## src/rtl/ldly_rcv.sv

```systemverilog
// Level-pulse receiver: qualifies an incoming level by width, regenerates
// leading/trailing pulses and reports runt or overlong levels.
module ldly_rcv #(
   parameter int W    = 8,
   parameter int MINW = 18,
   parameter int MAXW = 0,
   parameter int SYNC = 0
) (
   input  logic         clk,
   input  logic         reset,
   input  logic         l,
   input  logic         clr,
   output logic         p_lead,
   output logic         p_trail,
   output logic         err,
   output logic         lvl,
   output logic         busy,
   output logic [W-1:0] width
);

   typedef enum logic [1:0] {IDLE, QUAL, HOLD, WAIT_LOW} state_t;

   localparam logic [W-1:0] MINW_C = W'(MINW);
   localparam logic [W-1:0] MAXW_C = W'(MAXW);

   function automatic logic [W-1:0] sat_inc(input logic [W-1:0] v);
      return (&v) ? v : v + 1'b1;
   endfunction

   logic         li;
   state_t       state;
   logic [W-1:0] cnt;
   logic [W-1:0] cnt_inc;

   generate
      if (SYNC != 0) begin : g_sync
         logic l_p0, l_p1;
         // Synchroniser resets to "high" so a level present at reset release
         // keeps the FSM in WAIT_LOW instead of looking like a fresh rise.
         always_ff @(posedge clk or posedge reset) begin
            if (reset) begin
               l_p0 <= 1'b1;
               l_p1 <= 1'b1;
            end else begin
               l_p0 <= l;
               l_p1 <= l_p0;
            end
         end
         assign li = l_p1;
      end else begin : g_nosync
         assign li = l;
      end
   endgenerate

   assign cnt_inc = sat_inc(cnt);

   always_ff @(posedge clk or posedge reset) begin
      if (reset) begin
         state   <= WAIT_LOW;
         cnt     <= '0;
         width   <= '0;
         p_lead  <= 1'b0;
         p_trail <= 1'b0;
         err     <= 1'b0;
         lvl     <= 1'b0;
         busy    <= 1'b0;
      end else begin
         p_lead  <= 1'b0;
         p_trail <= 1'b0;
         err     <= 1'b0;
         if (clr) begin
            state <= WAIT_LOW;
            cnt   <= '0;
            lvl   <= 1'b0;
            busy  <= 1'b0;
         end else begin
            unique case (state)
               WAIT_LOW: begin
                  if (!li) state <= IDLE;
               end
               IDLE: begin
                  if (li) begin
                     cnt  <= {{(W-1){1'b0}}, 1'b1};
                     busy <= 1'b1;
                     if (MINW == 1) begin
                        state  <= HOLD;
                        p_lead <= 1'b1;
                        lvl    <= 1'b1;
                     end else begin
                        state <= QUAL;
                     end
                  end
               end
               QUAL: begin
                  if (li) begin
                     cnt <= cnt_inc;
                     if (cnt_inc == MINW_C) begin
                        state  <= HOLD;
                        p_lead <= 1'b1;
                        lvl    <= 1'b1;
                     end
                  end else begin
                     width <= cnt;
                     err   <= 1'b1;
                     busy  <= 1'b0;
                     state <= IDLE;
                  end
               end
               HOLD: begin
                  if (li) begin
                     cnt <= cnt_inc;
                     if ((MAXW != 0) && (cnt_inc > MAXW_C)) begin
                        width <= cnt_inc;
                        err   <= 1'b1;
                        lvl   <= 1'b0;
                        busy  <= 1'b0;
                        state <= WAIT_LOW;
                     end
                  end else begin
                     width   <= cnt;
                     p_trail <= 1'b1;
                     lvl     <= 1'b0;
                     busy    <= 1'b0;
                     state   <= IDLE;
                  end
               end
               default: state <= WAIT_LOW;
            endcase
         end
      end
   end

endmodule

```

## config.mk

```make
export PLATFORM = sky130hd
export DESIGN_NAME = ldly_rcv
export DESIGN_NICKNAME = d
export VERILOG_FILES = /design/src/rtl/ldly_rcv.sv
export SDC_FILE = /design/constraint.sdc
export NUM_CORES = 1
export LEC_CHECK = 0
export ABC_AREA = 1
export ABC_CLOCK_PERIOD_IN_PS = 1900
export CAP_MARGIN = 20
export CORE_ASPECT_RATIO = 0.75
export CORE_MARGIN = 2
export CORE_UTILIZATION = 27
export DETAILED_ROUTE_END_ITERATION = 8
export MAX_ROUTING_LAYER = met4
export PLACE_DENSITY = 0.52
export SYNTH_ARGS = -nofsm -noshare
export SYNTH_HDL_FRONTEND = slang
export SYNTH_SLANG_ARGS = --single-unit
```

## constraint.sdc

```tcl
create_clock -name clk -period 1.9 [get_ports clk]
set_input_delay 0.285 -clock clk [delete_from_list [all_inputs] [get_ports clk]]
set_output_delay 0.285 -clock clk [all_outputs]
set_load 0.02 [all_outputs]
```

# ---- Word-level counts from Yosys, hierarchy flattened
# Cells that the tools add are included.
dict set report totals {
  register_bits 23
  inputBits 4
  output_inout_bits 13
  elab_cells 62
}
dict set report classes {
  addsub 1
  n_eq_ne 12
  mux 28
  bitwise 2
  n_reduce_logical 11
}
# op count
set op_table {}
lappend op_table {{$mux W8} 4}
lappend op_table {{$pmux W8 S2} 1}
lappend op_table {{$mux W1} 15}
lappend op_table {{$ne A3 B3 Y1 const B} 4}
lappend op_table {{$reduce_and A3 Y1} 4}
lappend op_table {{$mux W2} 5}
lappend op_table {{$add A8 B1 Y8 const B} 1}
lappend op_table {{$eq A8 B5 Y1 const B} 1}
lappend op_table {{$reduce_and A8 Y1} 1}
lappend op_table {{$ne A3 B2 Y1 const B} 2}
lappend op_table {{$pmux W2 S3} 1}
lappend op_table {{$reduce_bool A3 Y1} 2}
lappend op_table {{$eq A2 B2 Y1 const B} 2}
lappend op_table {{$ne A4 B4 Y1 const B} 1}
lappend op_table {{$pmux W1 S2} 2}
lappend op_table {{$reduce_and A4 Y1} 1}
lappend op_table {{$reduce_or A2 Y1} 2}
lappend op_table {{$ne A3 B1 Y1 const B} 1}
lappend op_table {{$eq A2 B1 Y1 const B} 1}
lappend op_table {{$logic_not A2 Y1} 1}
lappend op_table {{$not A1 Y1} 2}

# ---- Depth between registers and ports, before layout
dict set report logic_depth {
  word_depth 7
  depth_mapped 13
  ltp_nobuf 13
}

# ---- Least setup slack after synthesis
# Ideal clock, no wire load.
dict set report synth_timing {
  kind {flip-flop to flip-flop}
  startpoint {register state[1]}
  endpoint {register busy}
  setup_time_ns 0.125
  arrival_time_ns 1.546
  t_required_ns 1.775
  path_slack_ns 0.229
  path_stages_with_launch 8
  path_buffers 0
  period_less_slack_ns 1.671
  cell_sequence {dfstp_2 -> inv_1 -> ha_1 -> nor2_1 -> nand2_1 -> inv_1 -> nor3_1 -> mux2_2}
}
dict set report synth_between {
  elab_chain_cells 4
  word_cells_on_any_way 10
  cone_classes {4 x eq/ne; 2 x mux; 4 x reduce/logical}
}
# element line_no
set synth_rtl {}
lappend synth_rtl {{start, declared} 31} ;# state_t state;
lappend synth_rtl {{start signal, assigned} 59} ;# state <= WAIT_LOW;
lappend synth_rtl {{start signal, assigned} 72} ;# state <= WAIT_LOW;
lappend synth_rtl {{start signal, assigned} 79} ;# if (!li) state <= IDLE;
lappend synth_rtl {{$eq A2 B2 Y1 or $eq A2 B1 Y1 (tied branches)} 77} ;# unique case (state)
lappend synth_rtl {{$reduce_or A2 Y1 (no source line)} n/a}
lappend synth_rtl {{$ne A3 B2 Y1 (no source line), or another cell as far along} n/a}
lappend synth_rtl {{$reduce_and A3 Y1 (no source line) or $mux W1 (tied branches)} n/a}
lappend synth_rtl {{end signal, assigned} 75} ;# busy <= 1'b0;
lappend synth_rtl {{end signal, assigned} 84} ;# busy <= 1'b1;
lappend synth_rtl {{end signal, assigned} 105} ;# busy <= 1'b0;
lappend synth_rtl {{end, declared} 17} ;# output logic busy,
# Parallel ways exist; a longest one is shown, timed or not.
# A chain may end at the register's enable or synchronous reset.

# ---- Final worst setup path
# Ends and elaborated chain as after synthesis.

==> flow_metrics.py <==
metrics = {
    "outcome": {
        "status": "finished, final reports clean",
    },
    "final_layout": {
        "instances_no_fill": 244,
        "nets": 197,
        "areaGrowthSynthToFinish_pct": 24.2,
        "seqCellArea_um2": 578,
        "multi_input_area_um2": 609,
        "drive_gt1_share_pct": 16.6,
        "n_antenna_cell": 0,
        "fillers": 493,
    },
    "routing": {
        "ant_nets": 0,
        "post_drt_wl_per_cell_um": 11.1,
        "first_pass_iters": 4,
        "wl_um": 2710,
        "drt_iter0_markers": 62,
        "drc": 0,
        "wl_met3_um": 146,
        "met1_length_um": 1520,
        "met2_length_um": 990,
        "vias": 1062,
        "top_layer_used": "met4",
        "viasPerCell": 4.35,
    },
    "sta": {
        "clock_skew_ns": 0.00681,
        "post-route-min-period_ns": 1.77,
        "max-slew-margin-rel_pct": 75.1,
        "tightest_slew_ns": 0.373,
        "finalHoldWorstSlack_ns": 0.272,
        "tns_ns": 0,
        "rsz0062_at_grt": "false",
        "fin_crit_sh_pct": 93.3,
        "setup_violations": 0,
        "hold_viol_final": 0,
        "fmax_ghz": 0.564,
        "postLayoutSetupSlackWorst_ns": 0.127,
        "drv_slew": 0,
    },
    "power_and_ir_drop": {
        "switching_power_mw": 0.516,
        "p_sw_share_pct": 35.8,
        "leakage_nw": 0.745,
        "power_mw": 1.44,
        "vdd_drop_max_mv": 0.462,
        "combPwrFrac_pct": 35.5,
        "clockPowerShare_pct": 22.0,
        "power_density_nw_per_um2": 900,
        "seq_power_share_pct": 42.5,
        "p_int_mw": 0.924,
    },
    "synth": {
        "synthDistinctLibCells": 25,
        "yosysWarnings": 0,
        "syn_area_per_cell_um2": 7.86,
        "synthCells": 164,
        "ys_ff_latch": 23,
        "synth_edf_count": 0,
        "seq_area_frac_synth_pct": 44.9,
        "synth_area_um2": 1290,
        "synth_nets": 173,
        "synth_flop_cell": "dfrtp_1",
        "async_flop_share_pct": 100,
    },
    "placed_design": {
        "numPlacedInstances": 240,
        "routabilityCongestion": 0.748,
        "dp_slack_ns": 0.102,
        "dp_hpwl_um": 2110,
        "port_buffers": 16,
    },
    "grt": {
        "grt_pass1_wl_um": 4640,
        "grt_max_degree": 17,
        "track_usage_pct": 11.2,
        "overflow": 0,
        "antenna_found_initial": 0,
        "grt_pass1_vias": 932,
    },
    "setup_path": {
        "critical_path_class": "register to register",
        "cp.buffers_inverters": 2,
        "critPathRequiredTime_ns": 2.07,
        "reg2reg_from": "state[1]$_DFFE_PP1P_",
        "slowest_stage": "dfstp_2",
        "crit_chain": "inv_1 > ha_1 > nor2_1 > nand2_1 > inv_1 > nor3_2 > mux2_2",
        "worstRegToRegCells": 7,
        "arrival_ns": 1.94,
        "crit_fanout": 4,
        "cp-end-kind": "register",
        "slowest_delay_ns": 0.55,
        "crit_family": "flip-flops",
        "crit_top_cell": "inv_1",
        "startpoint_type": "register",
        "ff2ff_setup_slack_ns": 0.13,
        "r2r-end": "busy$_DFFE_PP0P_",
    },
    "die": {
        "num_rows": 21,
        "die_width_um": 83.8,
        "initial_core_util_pct": 28.5,
        "die_area_um2": 5350,
        "core_um2": 4520,
        "ios": 17,
        "die_h_um": 63.8,
    },
    "clock_tree": {
        "cts_root_buf": "clkbuf_8",
        "ctsLongestPathBuffers": 2,
        "cts_tree": "done",
        "cts_setup_buffers": 0,
        "clk_latency_ns": 0.27,
        "clock_sinks": 23,
        "htree_levels": 1,
        "cts_buffers": 3,
        "path_clk_slew_ns": 0.09,
    },
    "worst_hold_path": {
        "hold_path_class": "input port to asynchronous set/reset pin",
    },
    "run": {
        "maxCapViolCount": 0,
    },
}
[cell type report]
| type | count | share of cell area [%] |
|---|---|---|
| inverters | 26 | 6.10 |
| multi-input cells | 113 | 38.1 |
| well taps | 57 | 4.46 |
| flip-flops and latches | 23 | 36.1 |
| clock buffers | 3 | 2.58 |
| repair buffers | 21 | 12.4 |
| clock inverters | 1 | 0.313 |
[routing by layer]
layer,GRT usage (%),vias up
li1,-,568
met1,16.4,462
met2,14.9,27
met3,2.33,5
met4,4.84,0
met5,-,-
[placed cells by master (no fill, tap or decap), types with 5 or more instances in the layout]
cell	count
nand2_1	41
inv_1	24
dfrtp_1	21
clkdlybuf4s50_1	16
o21ai_0	14
nor2_1	13
nand3_1	12
nand2_2	6
ha_1	5
buf_4	5
[through the flow]
step                      cell area (um^2)  utilization [%]
after floorplan                       1290                -
after global placement                1550             34.3
after detailed placement              1550             34.3
after CTS                             1600             35.3
after global routing                  1600             35.4
final                                 1600             35.4
[worst max-delay path by stage]
stage / start / to / slack, ns / cells after the start
after floorplan: state[1]$_DFFE_PP1P_ / busy$_DFFE_PP0P_ / 0.23 / 7
after global placement: state[1]$_DFFE_PP1P_ / busy$_DFFE_PP0P_ / 0.07 / 7
after detailed placement: state[1]$_DFFE_PP1P_ / busy$_DFFE_PP0P_ / 0.10 / 7
after CTS: state[1]$_DFFE_PP1P_ / busy$_DFFE_PP0P_ / 0.09 / 7
after global routing: cnt[0]$_DFFE_PP0P_ / state[0]$_DFFE_PP1P_ / 0.002 / 13
final: state[1]$_DFFE_PP1P_ / busy$_DFFE_PP0P_ / 0.13 / 7
[power by group through the flow]
stage,sequential (mW),combinational (mW),clock (mW)
finish,0.611,0.511,0.317
global route,0.626,0.574,0.353
detailed placement,0.620,0.511,0
global placement,0.621,0.519,0
floorplan,0.666,0.275,0
CTS,0.613,0.512,0.329
[state kept, by name, summed over array words and instances, names as in the netlist]
signal and cells:
cnt 8, width 8, state 2, busy 1, err 1, lvl 1, p_lead 1, p_trail 1
[synth_stat cells (2+ instances only)]
| cell | count | share of area [%] |
|---|---|---|
| o22ai_1 | 4 | 1.9 |
| dfrtp_1 | 21 | 41 |
| inv_1 | 24 | 7.0 |
| nor2_2 | 3 | 1.5 |
| inv_2 | 2 | 0.58 |
| nand2_2 | 6 | 2.9 |
| nor3_1 | 2 | 0.78 |
| ha_1 | 5 | 4.9 |
| nor2_4 | 3 | 2.6 |
| nand2_1 | 41 | 12 |
| o21ai_0 | 14 | 5.4 |
| dfstp_2 | 2 | 4.1 |
| nand3_2 | 2 | 1.6 |
| nor2_1 | 13 | 3.8 |
| nand3_1 | 12 | 4.7 |
[timing repair]
| item | in CTS | in global routing |
|---|---|---|
| hold buffers | 0 | 0 |
| setup endpoints to repair | 0 | 1 |
| gates resized for setup | 0 | 1 |
[logic make-up (layout without fill, tap and decap cells)]
| kind of cell | after synthesis | count (layout) | share of synthesized area, % |
|---|---|---|---|
| adder cells (fa/ha/maj) | 5 | 5 | 4.85 |
| AO/OA/AOI/OAI | 23 | 23 | 10.1 |
| buffers and inverters | 28 | 51 | 8.25 |
| flip-flops | 23 | 23 | 44.9 |
| multiplexers | 1 | 1 | 0.874 |
| AND/OR/NAND/NOR | 84 | 84 | 31.1 |
No activity file was read; power rests on OpenSTA's default activity.
==> RTL edit, RTL diff (same settings) <==
Change the parameter `MINW` from 18 to 9.
--- a/src/rtl/ldly_rcv.sv
+++ b/src/rtl/ldly_rcv.sv
@@ -2,7 +2,7 @@
 // leading/trailing pulses and reports runt or overlong levels.
 module ldly_rcv #(
    parameter int W    = 8,
-   parameter int MINW = 18,
+   parameter int MINW = 9,
    parameter int MAXW = 0,
    parameter int SYNC = 0
 ) (
Behaviour: no difference found for any inputs over 10 cycles, from zero or initial values and one cycle with reset high; that may be too few to reach the edited logic, so the function may still have changed.
==> RTL edit against the unedited design <==
- final area is 0.23% higher
- sequential cell count unchanged
- critical path depth did not move
- worst setup slack better by 36 ps
- total power grew 6.8%
- routed wire length rose by 0.15%
- synthesized area is 0.39% lower
- largest cell class unchanged
==> RTL edit: results (changes against the unedited design) <==
CP Max Fanout 6 (+2); share of layout cells above drive strength 1 14.8% (-1.8 points); hold_ws 353 ps (+80.9 ps); post-synthesis compound-gate area fraction 11.2% (+1.1 points); Max VDD drop 0.347 mV (-25%); asr flop ratio synth 100% (unchanged); Fillers 472 (-4.3%); fin nets 199 (+1.0%); H-tree Lvls 1 (unchanged); met3 WL 82 um (-44%); mux share of post-synthesis cell area 0% (-0.87 points); HPWL after detailed placement 2040 um (-3.4%); post-synthesis sequential area ratio 45.0% (+0.17 points); Leakage 0.000748 uW (+0.41%); count of cell types in the netlist 22 (-12%); outcome finished, final reports clean; Cells after DPL 241 (+0.42%); initial antenna violation count 0 (unchanged); adder-cell share of the synthesized area 4.87% (+0.019 points); Synth Net Count 174 (+0.58%); top area cells in the synthesized netlist dfrtp_1, nand2_1, inv_1; Tot GR Track Use 11.1% (-0.19 points); First DRT Iteration DRCs 138 (+120%); GPL Wtd Cong 0.816 (+9.0%); first-pass GRT wire length 4610 um (-0.73%); synth cell count leaders nand2_1, inv_1, dfrtp_1, o21ai_0, nand3_1; Syn Area/Cell 7.78 um2 (-0.99%); FF-to-FF End cnt[7]; vias per cell 4.44 (+2.0%); WL/cell 11.0 um (-0.67%); worst rel slew slack 73.8% (-1.3 points); Worst Path Arrival 1920 ps (-20 ps); post-synth top area share 40.9% (+0.16 points); reg2reg setup slack 160 ps (+40 ps); largest net degree at the start of global routing 24 (+7); Detailed Route WL 2710 um (+0.15%); cts bufs inserted 3 (unchanged); Worst Clk Skew 2.28 ps (-4.53 ps); vias in the first global route 964 (+3.4%); biggest regs cnt x8, width x8, state x2; ant diodes 0 (unchanged); routed length on met1 1540 um (+1.4%); DR WL met2 1050 um (+6.4%)
RTL edit: how the worst max path moves through the flow:
stage	slack (ps)	end	cells after the start	from
after CTS	130	cnt[0]	6	state[0]
after global routing	4	cnt[6]	7	state[1]
final	160	cnt[7]	7	state[1]
after floorplan	340	lvl	13	cnt[0]
after global placement	40	busy	7	clr
after detailed placement	80	cnt[0]	5	clr
RTL edit: layer usage:
| metal | vias up | GRT usage, % |
|---|---|---|
| met5 | - | - |
| li1 | 572 | - |
| met1 | 486 | 17.3 |
| met2 | 30 | 14.6 |
| met4 | 0 | 3.02 |
| met3 | 4 | 1.57 |
RTL edit: timing repair:
| action | in CTS | in global routing |
|---|---|---|
| endpoints found under the setup margin | 0 | 7 |
| endpoints found under the hold margin | 0 | 0 |
| setup buffers | 0 | 1 |
| gates resized for setup | 0 | 2 |
RTL edit: worst max-delay path: stages (launching register included):
cell,delay (ps)
dfstp_2,550
inv_1,70
ha_1,300
buf_4,120
inv_1,50
nor2_1,220
inv_1,190
o22ai_1,170
RTL edit: metrics by stage:
stage	util (%)	setup WS (ps)	instance area, um2
after floorplan	-	343	1280
after global placement	34.2	41.5	1540
after detailed placement	34.2	76.7	1540
after CTS	35.2	126	1590
after global routing	35.5	4.41	1600
final	35.5	163	1600
RTL edit: cell type report:
class / count / area (um2) / area share [%]
Tap cell: 57 / 71.3 / 4.45
Sequential cell: 23 / 578 / 36.0
Inverter: 28 / 105 / 6.55
Clock buffer: 4 / 45.0 / 2.81
Multi-Input combinational cell: 112 / 599 / 37.4
Timing Repair Buffer: 22 / 205 / 12.8
RTL edit: cells by family (layout without fill, tap and decap cells):
family,after synthesis,after routing
simple gates,82,82
buf+inv,30,54
compound gates,25,25
flops,23,23
fa+ha+maj,5,5
RTL edit: power breakdown:
group / total [uW] / internal (uW) / switching [uW] / leakage [uW]
Sequential: 624 / 576 / 48.6 / 0.000307
Combinational: 606 / 253 / 353 / 0.000419
Clock: 308 / 150 / 158 / 0.0000228
Total: 1540 / 978 / 560 / 0.000748
